==> src/rtl/brent_kung_bist_if.sv <==
// ----------------------------------------------------------------------------
// brent_kung_bist_if
//   Bundle between the Brent-Kung adder self-test engine and its environment.
//   The engine drives the adder operands and the status outputs; it consumes
//   the start pulse and the adder result.
//
//   Signals
//     start           run request pulse (environment -> engine)
//     busy, done      run status
//     pass            result valid with done; 1 = no mismatching vector
//     err_count       number of mismatching vectors (saturating)
//     first_fail_idx  index of the first mismatching vector of the run
//     dut_a, dut_b    registered adder operands
//     dut_cin         registered adder carry-in
//     dut_sum         adder sum       (adder -> engine)
//     dut_cout        adder carry_out (adder -> engine)
//
//   Modports
//     master  the self-test engine
//     slave   the environment: start source plus the adder under test
// ----------------------------------------------------------------------------
interface brent_kung_bist_if #(
  parameter int WIDTH = 16
);
  logic             start;
  logic             busy;
  logic             done;
  logic             pass;
  logic [15:0]      err_count;
  logic [15:0]      first_fail_idx;
  logic [WIDTH-1:0] dut_a;
  logic [WIDTH-1:0] dut_b;
  logic             dut_cin;
  logic [WIDTH-1:0] dut_sum;
  logic             dut_cout;

  modport master (
    input  start, dut_sum, dut_cout,
    output busy, done, pass, err_count, first_fail_idx,
           dut_a, dut_b, dut_cin
  );

  modport slave (
    output start, dut_sum, dut_cout,
    input  busy, done, pass, err_count, first_fail_idx,
           dut_a, dut_b, dut_cin
  );
endinterface

==> src/rtl/brent_kung_bist.sv <==
// ----------------------------------------------------------------------------
// brent_kung_bist
//   Built-in self-test for a WIDTH-bit Brent-Kung adder. Applies four fixed
//   corner vectors followed by LFSR-generated vectors, waits LAT+1 cycles for
//   the adder to settle, compares {cout,sum} against a+b+cin and accumulates
//   an error count and the index of the first failing vector.
//
//   Ports
//     clk   rising-edge clock
//     rst   asynchronous active-high reset
//     bus   brent_kung_bist_if.master: start/busy/done/pass, err_count,
//           first_fail_idx, adder operands out, adder result in
//
//   Each vector takes LAT+3 cycles: APPLY (1), SETTLE (LAT+1), CHECK (1).
// ----------------------------------------------------------------------------
module brent_kung_bist #(
  parameter int          WIDTH       = 16,
  parameter int          NUM_VECTORS = 256,
  parameter int          LAT         = 0,
  parameter logic [31:0] SEED        = 32'hACE1_2468
) (
  input  logic              clk,
  input  logic              rst,
  brent_kung_bist_if.master bus
);

  localparam logic [31:0] TAPS = 32'h8020_0003;
  localparam int          CW   = $clog2(LAT + 2);
  localparam logic [15:0] LAST = 16'(NUM_VECTORS - 1);

  typedef enum logic [2:0] {
    S_IDLE,
    S_APPLY,
    S_SETTLE,
    S_CHECK,
    S_DONE
  } state_t;

  state_t           state_q, state_d;
  logic [15:0]      idx_q, idx_d;
  logic [31:0]      lfsr_q, lfsr_d;
  logic [CW-1:0]    settle_q, settle_d;
  logic [15:0]      err_q, err_d;
  logic [15:0]      ffi_q, ffi_d;
  logic             pass_q, pass_d;
  logic [WIDTH-1:0] a_q, a_d;
  logic [WIDTH-1:0] b_q, b_d;
  logic             cin_q, cin_d;

  logic [WIDTH-1:0] vec_a;
  logic [WIDTH-1:0] vec_b;
  logic             vec_cin;
  logic [WIDTH:0]   expected;
  logic             mismatch;

  // Operand pattern for the current index: corners first, then LFSR halves.
  always_comb begin
    vec_a   = WIDTH'(lfsr_q[31:16]);
    vec_b   = WIDTH'(lfsr_q[15:0]);
    vec_cin = idx_q[0];
    case (idx_q)
      16'd0: begin
        vec_a   = '1;
        vec_b   = WIDTH'(1);
        vec_cin = 1'b0;
      end
      16'd1: begin
        vec_a   = '1;
        vec_b   = '1;
        vec_cin = 1'b1;
      end
      16'd2: begin
        vec_a   = '0;
        vec_b   = '0;
        vec_cin = 1'b0;
      end
      16'd3: begin
        vec_a   = {1'b1, {(WIDTH-1){1'b0}}};
        vec_b   = {1'b1, {(WIDTH-1){1'b0}}};
        vec_cin = 1'b1;
      end
      default: ;
    endcase
  end

  assign expected = {1'b0, a_q} + {1'b0, b_q} + {{WIDTH{1'b0}}, cin_q};
  assign mismatch = ({bus.dut_cout, bus.dut_sum} != expected);

  always_comb begin
    state_d  = state_q;
    idx_d    = idx_q;
    lfsr_d   = lfsr_q;
    settle_d = settle_q;
    err_d    = err_q;
    ffi_d    = ffi_q;
    pass_d   = pass_q;
    a_d      = a_q;
    b_d      = b_q;
    cin_d    = cin_q;

    case (state_q)
      S_IDLE, S_DONE: begin
        if (bus.start) begin
          state_d = S_APPLY;
          idx_d   = '0;
          lfsr_d  = SEED;
          err_d   = '0;
          ffi_d   = '0;
          pass_d  = 1'b0;
        end
      end
      S_APPLY: begin
        a_d      = vec_a;
        b_d      = vec_b;
        cin_d    = vec_cin;
        settle_d = '0;
        state_d  = S_SETTLE;
      end
      S_SETTLE: begin
        if (settle_q == CW'(LAT)) begin
          state_d = S_CHECK;
        end else begin
          settle_d = settle_q + 1'b1;
        end
      end
      S_CHECK: begin
        if (mismatch) begin
          if (err_q != 16'hFFFF) err_d = err_q + 16'd1;
          // err_q still zero means this is the first failure of the run.
          if (err_q == 16'd0) ffi_d = idx_q;
        end
        // The first random vector uses SEED itself, so advance after use.
        if (idx_q >= 16'd4) begin
          lfsr_d = {1'b0, lfsr_q[31:1]} ^ (lfsr_q[0] ? TAPS : 32'h0);
        end
        if (idx_q == LAST) begin
          state_d = S_DONE;
          pass_d  = !mismatch && (err_q == 16'd0);
        end else begin
          idx_d   = idx_q + 16'd1;
          state_d = S_APPLY;
        end
      end
      default: state_d = S_IDLE;
    endcase
  end

  always_ff @(posedge clk or posedge rst) begin
    if (rst) begin
      state_q  <= S_IDLE;
      idx_q    <= '0;
      lfsr_q   <= SEED;
      settle_q <= '0;
      err_q    <= '0;
      ffi_q    <= '0;
      pass_q   <= 1'b0;
      a_q      <= '0;
      b_q      <= '0;
      cin_q    <= 1'b0;
    end else begin
      state_q  <= state_d;
      idx_q    <= idx_d;
      lfsr_q   <= lfsr_d;
      settle_q <= settle_d;
      err_q    <= err_d;
      ffi_q    <= ffi_d;
      pass_q   <= pass_d;
      a_q      <= a_d;
      b_q      <= b_d;
      cin_q    <= cin_d;
    end
  end

  assign bus.busy           = (state_q == S_APPLY) || (state_q == S_SETTLE) ||
                              (state_q == S_CHECK);
  assign bus.done           = (state_q == S_DONE);
  assign bus.pass           = pass_q;
  assign bus.err_count      = err_q;
  assign bus.first_fail_idx = ffi_q;
  assign bus.dut_a          = a_q;
  assign bus.dut_b          = b_q;
  assign bus.dut_cin        = cin_q;

endmodule
==> src/flat_wrapper.sv <==
// flat-port wrapper written by rule: the top's interface ports become plain ports
module brent_kung_bist_flat 
#(
  parameter int          WIDTH       = 16,
  parameter int          NUM_VECTORS = 256,
  parameter int          LAT         = 0,
  parameter logic [31:0] SEED        = 32'hACE1_2468
)
  (clk, rst, bus_start, bus_dut_sum, bus_dut_cout, bus_busy, bus_done, bus_pass, bus_err_count, bus_first_fail_idx, bus_dut_a, bus_dut_b, bus_dut_cin);
  brent_kung_bist_if #(.WIDTH(WIDTH)) bus_i ();
  input  logic clk;
  input  logic rst;
  input wire logic [$bits(bus_i.start)-1:0] bus_start;
  input wire logic [$bits(bus_i.dut_sum)-1:0] bus_dut_sum;
  input wire logic [$bits(bus_i.dut_cout)-1:0] bus_dut_cout;
  output wire logic [$bits(bus_i.busy)-1:0] bus_busy;
  output wire logic [$bits(bus_i.done)-1:0] bus_done;
  output wire logic [$bits(bus_i.pass)-1:0] bus_pass;
  output wire logic [$bits(bus_i.err_count)-1:0] bus_err_count;
  output wire logic [$bits(bus_i.first_fail_idx)-1:0] bus_first_fail_idx;
  output wire logic [$bits(bus_i.dut_a)-1:0] bus_dut_a;
  output wire logic [$bits(bus_i.dut_b)-1:0] bus_dut_b;
  output wire logic [$bits(bus_i.dut_cin)-1:0] bus_dut_cin;
  assign bus_i.start = bus_start;
  assign bus_i.dut_sum = bus_dut_sum;
  assign bus_i.dut_cout = bus_dut_cout;
  assign bus_busy = bus_i.busy;
  assign bus_done = bus_i.done;
  assign bus_pass = bus_i.pass;
  assign bus_err_count = bus_i.err_count;
  assign bus_first_fail_idx = bus_i.first_fail_idx;
  assign bus_dut_a = bus_i.dut_a;
  assign bus_dut_b = bus_i.dut_b;
  assign bus_dut_cin = bus_i.dut_cin;
  brent_kung_bist #(.WIDTH(WIDTH), .NUM_VECTORS(NUM_VECTORS), .LAT(LAT), .SEED(SEED)) u_core (.clk(clk), .rst(rst), .bus(bus_i));
endmodule
==> config.mk <==
export PLATFORM = sky130hd
export DESIGN_NAME = brent_kung_bist_flat
export DESIGN_NICKNAME = d
export VERILOG_FILES = /design/src/rtl/brent_kung_bist_if.sv /design/src/rtl/brent_kung_bist.sv /design/src/flat_wrapper.sv
export SDC_FILE = /design/constraint.sdc
export NUM_CORES = 1
export LEC_CHECK = 0
export CELL_PAD_IN_SITES_DETAIL_PLACEMENT = 1
export CELL_PAD_IN_SITES_GLOBAL_PLACEMENT = 2
export CORE_MARGIN = 1
export CORE_UTILIZATION = 25
export CTS_CLUSTER_DIAMETER = 60
export CTS_CLUSTER_SIZE = 10
export DETAILED_ROUTE_END_ITERATION = 12
export MAX_ROUTING_LAYER = met4
export PLACE_DENSITY = 0.65
export SYNTH_ARGS = -nofsm -noshare
export SYNTH_HDL_FRONTEND = slang
export SYNTH_SLANG_ARGS = --single-unit
export TNS_END_PERCENT = 30
==> constraint.sdc <==
create_clock -name clk -period 5.4 [get_ports clk]
set_input_delay 1.08 -clock clk [delete_from_list [all_inputs] [get_ports clk]]
set_output_delay 1.08 -clock clk [all_outputs]
set_load 0.01 [all_outputs]
; Yosys cells after proc, flatten, opt, wreduce, memory -nomap -nowiden
; Cells that the tools add are included.
[classes]
magnitude_cmp = 1
n_addsub = 5
n_eq_ne = 18
muxes = 25
n_reduce_logical = 19
bitwise = 1
[op_table]
columns = cell, n
row1 = $mux W16, 6
row2 = $mux W32, 3
row3 = $pmux W16 S2, 3
row4 = $pmux W16 S4, 1
row5 = $pmux W32 S2, 1
row6 = $pmux W16 S3, 1
row7 = $add A16 B1 Y16 const B, 2
row8 = $eq A16 B2 Y1 const B, 2
row9 = $logic_not A16 Y1, 2
row10 = $xor A31 B32 Y32, 1
row11 = $add A16 B16 Y17, 1
row12 = $add A17 B1 Y17, 1
row13 = $ne A17 B17 Y1, 1
row14 = $eq A16 B1 Y1 const B, 1
row15 = $eq A16 B8 Y1 const B, 1
row16 = $ge A16 B3 Y1 const B, 1
row17 = $ne A16 B16 Y1 const B, 1
row18 = $pmux W3 S4, 1
row19 = $ne A2 B1 Y1 const B, 5
row20 = $mux W3, 3
row21 = $reduce_and A3 Y1, 3
row22 = $reduce_and A4 Y1, 2
row23 = $reduce_or A2 Y1, 4
row24 = $eq A3 B2 Y1 const B, 2
row25 = other kinds (12), 20
[word_totals]
ff_bits = 118
output_inout_bits = 68

; Logic depth before layout (Yosys ltp)
[depth]
ltp_word = 7
mapped_depth = 12
depth_no_buf = 10

; Least setup slack after synthesis
; Ideal clock, no wire load.
[synth_timing]
path_kind = reg-to-reg
start = register u_core.cin_q (netlist: u_core.bus.dut_cin)
end = register u_core.err_q[1] (netlist: u_core.bus.err_count[1])
required_time_ns = 5.278
n_path_buf = 1
setup_slack_ns = 2.066
stages_incl_launch_ff = 12
arrival_time_ns = 3.213
cell_sequence = dfrtp_1 > fa_1 > fa_1 > a211oi_1 > o211ai_1 > a32oi_1 > nor3_1 > a221oi_1 > nand4_4 > and2_0 > clkbuf_1 > a32o_1
[synth_between]
elab_chain_len = 4
[synth_lines]
columns = element, line
row1 = start: declaration, brent_kung_bist.sv:48  ; logic cin_q, cin_d;
row2 = start signal: assignment, brent_kung_bist.sv:170  ; cin_q <= cin_d;
row3 = $add A17 B1 Y17, brent_kung_bist.sv:86  ; assign expected = {1'b0, a_q} + {1'b0, b_q} + {{WIDTH{1'b0}}, cin_q};
row4 = $ne A17 B17 Y1, brent_kung_bist.sv:87  ; assign mismatch = ({bus.dut_cout, bus.dut_sum} != expected);
row5 = $ne A2 B1 Y1 (no line), --
row6 = $reduce_and A4 Y1 (no line), --
row7 = end signal: assignment, brent_kung_bist.sv:165  ; err_q <= err_d;
row8 = end: declaration, brent_kung_bist.sv:43  ; logic [15:0] err_q, err_d;
; No other way between the ends.
; A chain may end at the register's enable or synchronous reset.

; Worst setup path in the final report
; Same ends and word-level chain as after synthesis.

==> metrics <==
ANT cells 0; Critical Path Start Type register; Worst Hold Class register to register; synthesized net count 779; worst hold start u_core.lfsr_q[27]$_DFFE_PP1P_; antenna viol nets, final 0; Num CTS Buffers 17; CP bufs+invs 0; Reg2Reg Setup Slack 1.49 ns; slowest stage cell, crit path fa_1; top_reg_cell synth dfrtp_1; EDFF count, synth 0; wire length per cell 17.6 µm; Hold-fix buffers, CTS 0; RSZ-0062 raised after global routing no; pin count of the biggest net entering global routing 47; final std cells w/o fill 1160; Tmin final about 4 ns; Max VDD drop about 0.20 mV; Clock Pin Slew Worst Setup and Hold Paths 0.06 ns; Rows 58; M3 GR Usage 0.0244; number of port buffers 87; vias in the first global route 5713; reg2reg start u_core.bus.dut_cin$_DFFE_PP0P_; Die Wd 163 µm; Core ar. 25300 µm²; Worst Hold End u_core.lfsr_q[26]$_DFFE_PP1P_; critical path's most frequent cell fa_1; endpoints failing hold 0; DRC 0; layout cells sized above 1 0.0843; Async SR Flop Fraction 1.00; synthesized flop and latch total 117; first drt pass iteration count 4; initial antenna violation count 0; CP top delay family compound AO/OA/AOI/OAI gates; vias 5505; worst-path fanout max 19; crit path capture type register; crit path cell chain fa_1 > fa_1 > a211oi_1 > o211ai_1 > a32oi_1 > nor3_1 > a221oi_1 > nand4_4 > and2_0 > a32o_1; die height between 150 and 200 µm; CP peak stage delay 0.51 ns; grt met2 use 0.257; Filler Cells Inserted 2920; post-cts resize count 0; Mapped Cells roughly 740; Leakage 3.49 nW; post-synthesis sequential area ratio 0.453; hold-critical path depth 2; Slew Limit Fails 0; final setup fails 0; post-detail-place hpwl around 15000 µm; r2r endpoint u_core.bus.err_count[1]$_DFFE_PP0P_; All-Layer GR Usage 0.166; Post-CTS Setup Bufs 0; Max Cap Viol 0; CTS tree built; post-synth cell types 68; H-tree levels 4; clk buf depth 2; final worst path period share 0.725; synthesized area 6490 µm²; most used routing layer in global routing met2; critical path data arrival time about 4.2 ns; area delta synth->final 29.0%; status finished clean; I/O pin count 88; remaining global-route overflow 0; max frequency between 0.2 and 0.3 GHz; Slew @ Worst Pin 0.947 ns; CTS Root Cell clkbuf_16; NumNets Final 860; DR iter-0 viols between 200 and 250; yosys warns 0; met1 usage in global routing 0.224; die area 26600 µm²; Crit Path Class register to register; Placer Congestion 0.828; Initial Util 0.256; first-pass GRT wire length ~33000 µm; Total Routed Length 20400 µm; setup tns final 0 ns; dpl cells 1128; max_slew headroom 0.365; Clock Latency Late Sink ~0.42 ns; clk sink count 117; critical path required time 5.71 ns; power per standard cell area 682 nW/µm²; R2R cell count 10; Vias/cell 4.75; Clock Skew 0.0103 ns; average instance area after synthesis 8.82 µm²
[power breakdown]
part | switching (mW) | internal (mW)
Combinational | 1.75 | 1.19
Clock | 0.415 | 0.821
Sequential | 0.329 | 1.21
[cell usage in the layout (no fill, tap or decap), types with 20 or more instances in the layout]
master and n:
a21oi_1 50, clkdlybuf4s50_1 87, dfrtp_1 104, ha_1 21
inv_1 26, mux2i_1 20, nand2_1 139, nor2_1 94
o21ai_0 43, xor2_1 20
[worst min-delay path: cells and delay by family (launching register included)]
family          cells  cell delay (ns)
flops               1             0.37
simple gates        1             0.05
compound gates      1             0.07
[sequential cells by signal, indices dropped and copies added (netlist names)]
name	cells
u_core.idx_q	16
u_core.bus.dut_a	16
u_core.bus.pass	1
u_core.bus.dut_cin	1
u_core.lfsr_q	32
u_core.bus.err_count	16
u_core.bus.first_fail_idx	16
u_core.bus.dut_b	16
u_core.state_q	3
[layer usage]
layer	wire length (µm)	vias to the layer above	share of wire
met4	187	0	0.0091
met5	0	-	0
li1	-	2719	-
met1	10400	2707	0.51
met2	9370	65	0.46
met3	497	14	0.024
[cell families after synthesis]
family,after synthesis,synth area share
simple gates,324,0.228
fa+ha+maj,23,0.0466
xor+xnor,35,0.0505
compound gates,155,0.150
buf+inv,60,0.0372
mux,22,0.0343
flops,117,0.453
[cell type report]
type	count	area, µm²	share of cell area
Timing Repair Buffer	95	931	0.111
Multi-Input combinational cell	559	3340	0.399
Tap cell	330	413	0.0493
Clock buffer	24	492	0.0587
Inverter	27	104	0.0124
Sequential cell	117	2940	0.352
Clock inverter	8	146	0.0175
[metrics by stage]
stage          area, µm²  setup slack [ns]  total power [mW]  hold WS [ns]   util
6_report            8370              1.49              5.71         0.499  0.331
5_1_grt             8370              1.17              6.19         0.525  0.331
4_1_cts             8370              1.46              5.80         0.504  0.331
3_5_place_dp        7740              1.43              4.53         0.488  0.305
3_3_place_gp        7740              1.43              4.52         0.486  0.305
2_1_floorplan       6490              1.24              3.43         0.465      -
[cell usage after synthesis, drive strengths merged (4+ instances only)]
cell type,n,area (µm²)
a221o,4,40.0
inv,27,101
or3,4,25.0
nand3,14,70.1
xnor2,13,114
clkbuf,29,109
a211oi,6,45.0
mux2i,20,200
o21ai,44,220
dfstp,13,342
nor2,94,353
nand2b,5,31.3
a21oi,51,255
and3,10,62.6
buf,4,31.3
a22o,7,61.3
dfrtp,104,2600
nor4,9,86.3
nor3,14,70.1
nor2b,5,31.3
ha,21,263
xor2,21,191
o31ai,4,30.0
nand2,139,522
nand4,11,83.8
o211ai,6,45.0
[worst max path at each step]
stage                                         startpoint                             endpoint  slack (ns)  cells past startpoint
final                     u_core.bus.dut_cin$_DFFE_PP0P_  u_core.bus.err_count[1]$_DFFE_PP0P_        1.49                     10
after global routing      u_core.bus.dut_cin$_DFFE_PP0P_  u_core.bus.err_count[1]$_DFFE_PP0P_        1.17                     10
after CTS                 u_core.bus.dut_cin$_DFFE_PP0P_  u_core.bus.err_count[1]$_DFFE_PP0P_        1.46                     10
after detailed placement                 bus_dut_sum[15]  u_core.bus.err_count[1]$_DFFE_PP0P_        1.43                      9
after global placement                   bus_dut_sum[11]  u_core.bus.err_count[1]$_DFFE_PP0P_        1.43                      9
after floorplan                                      rst      u_core.bus.dut_a[0]$_DFFE_PP0P_        1.24                      1
Power figures use the tool's default switching activity.
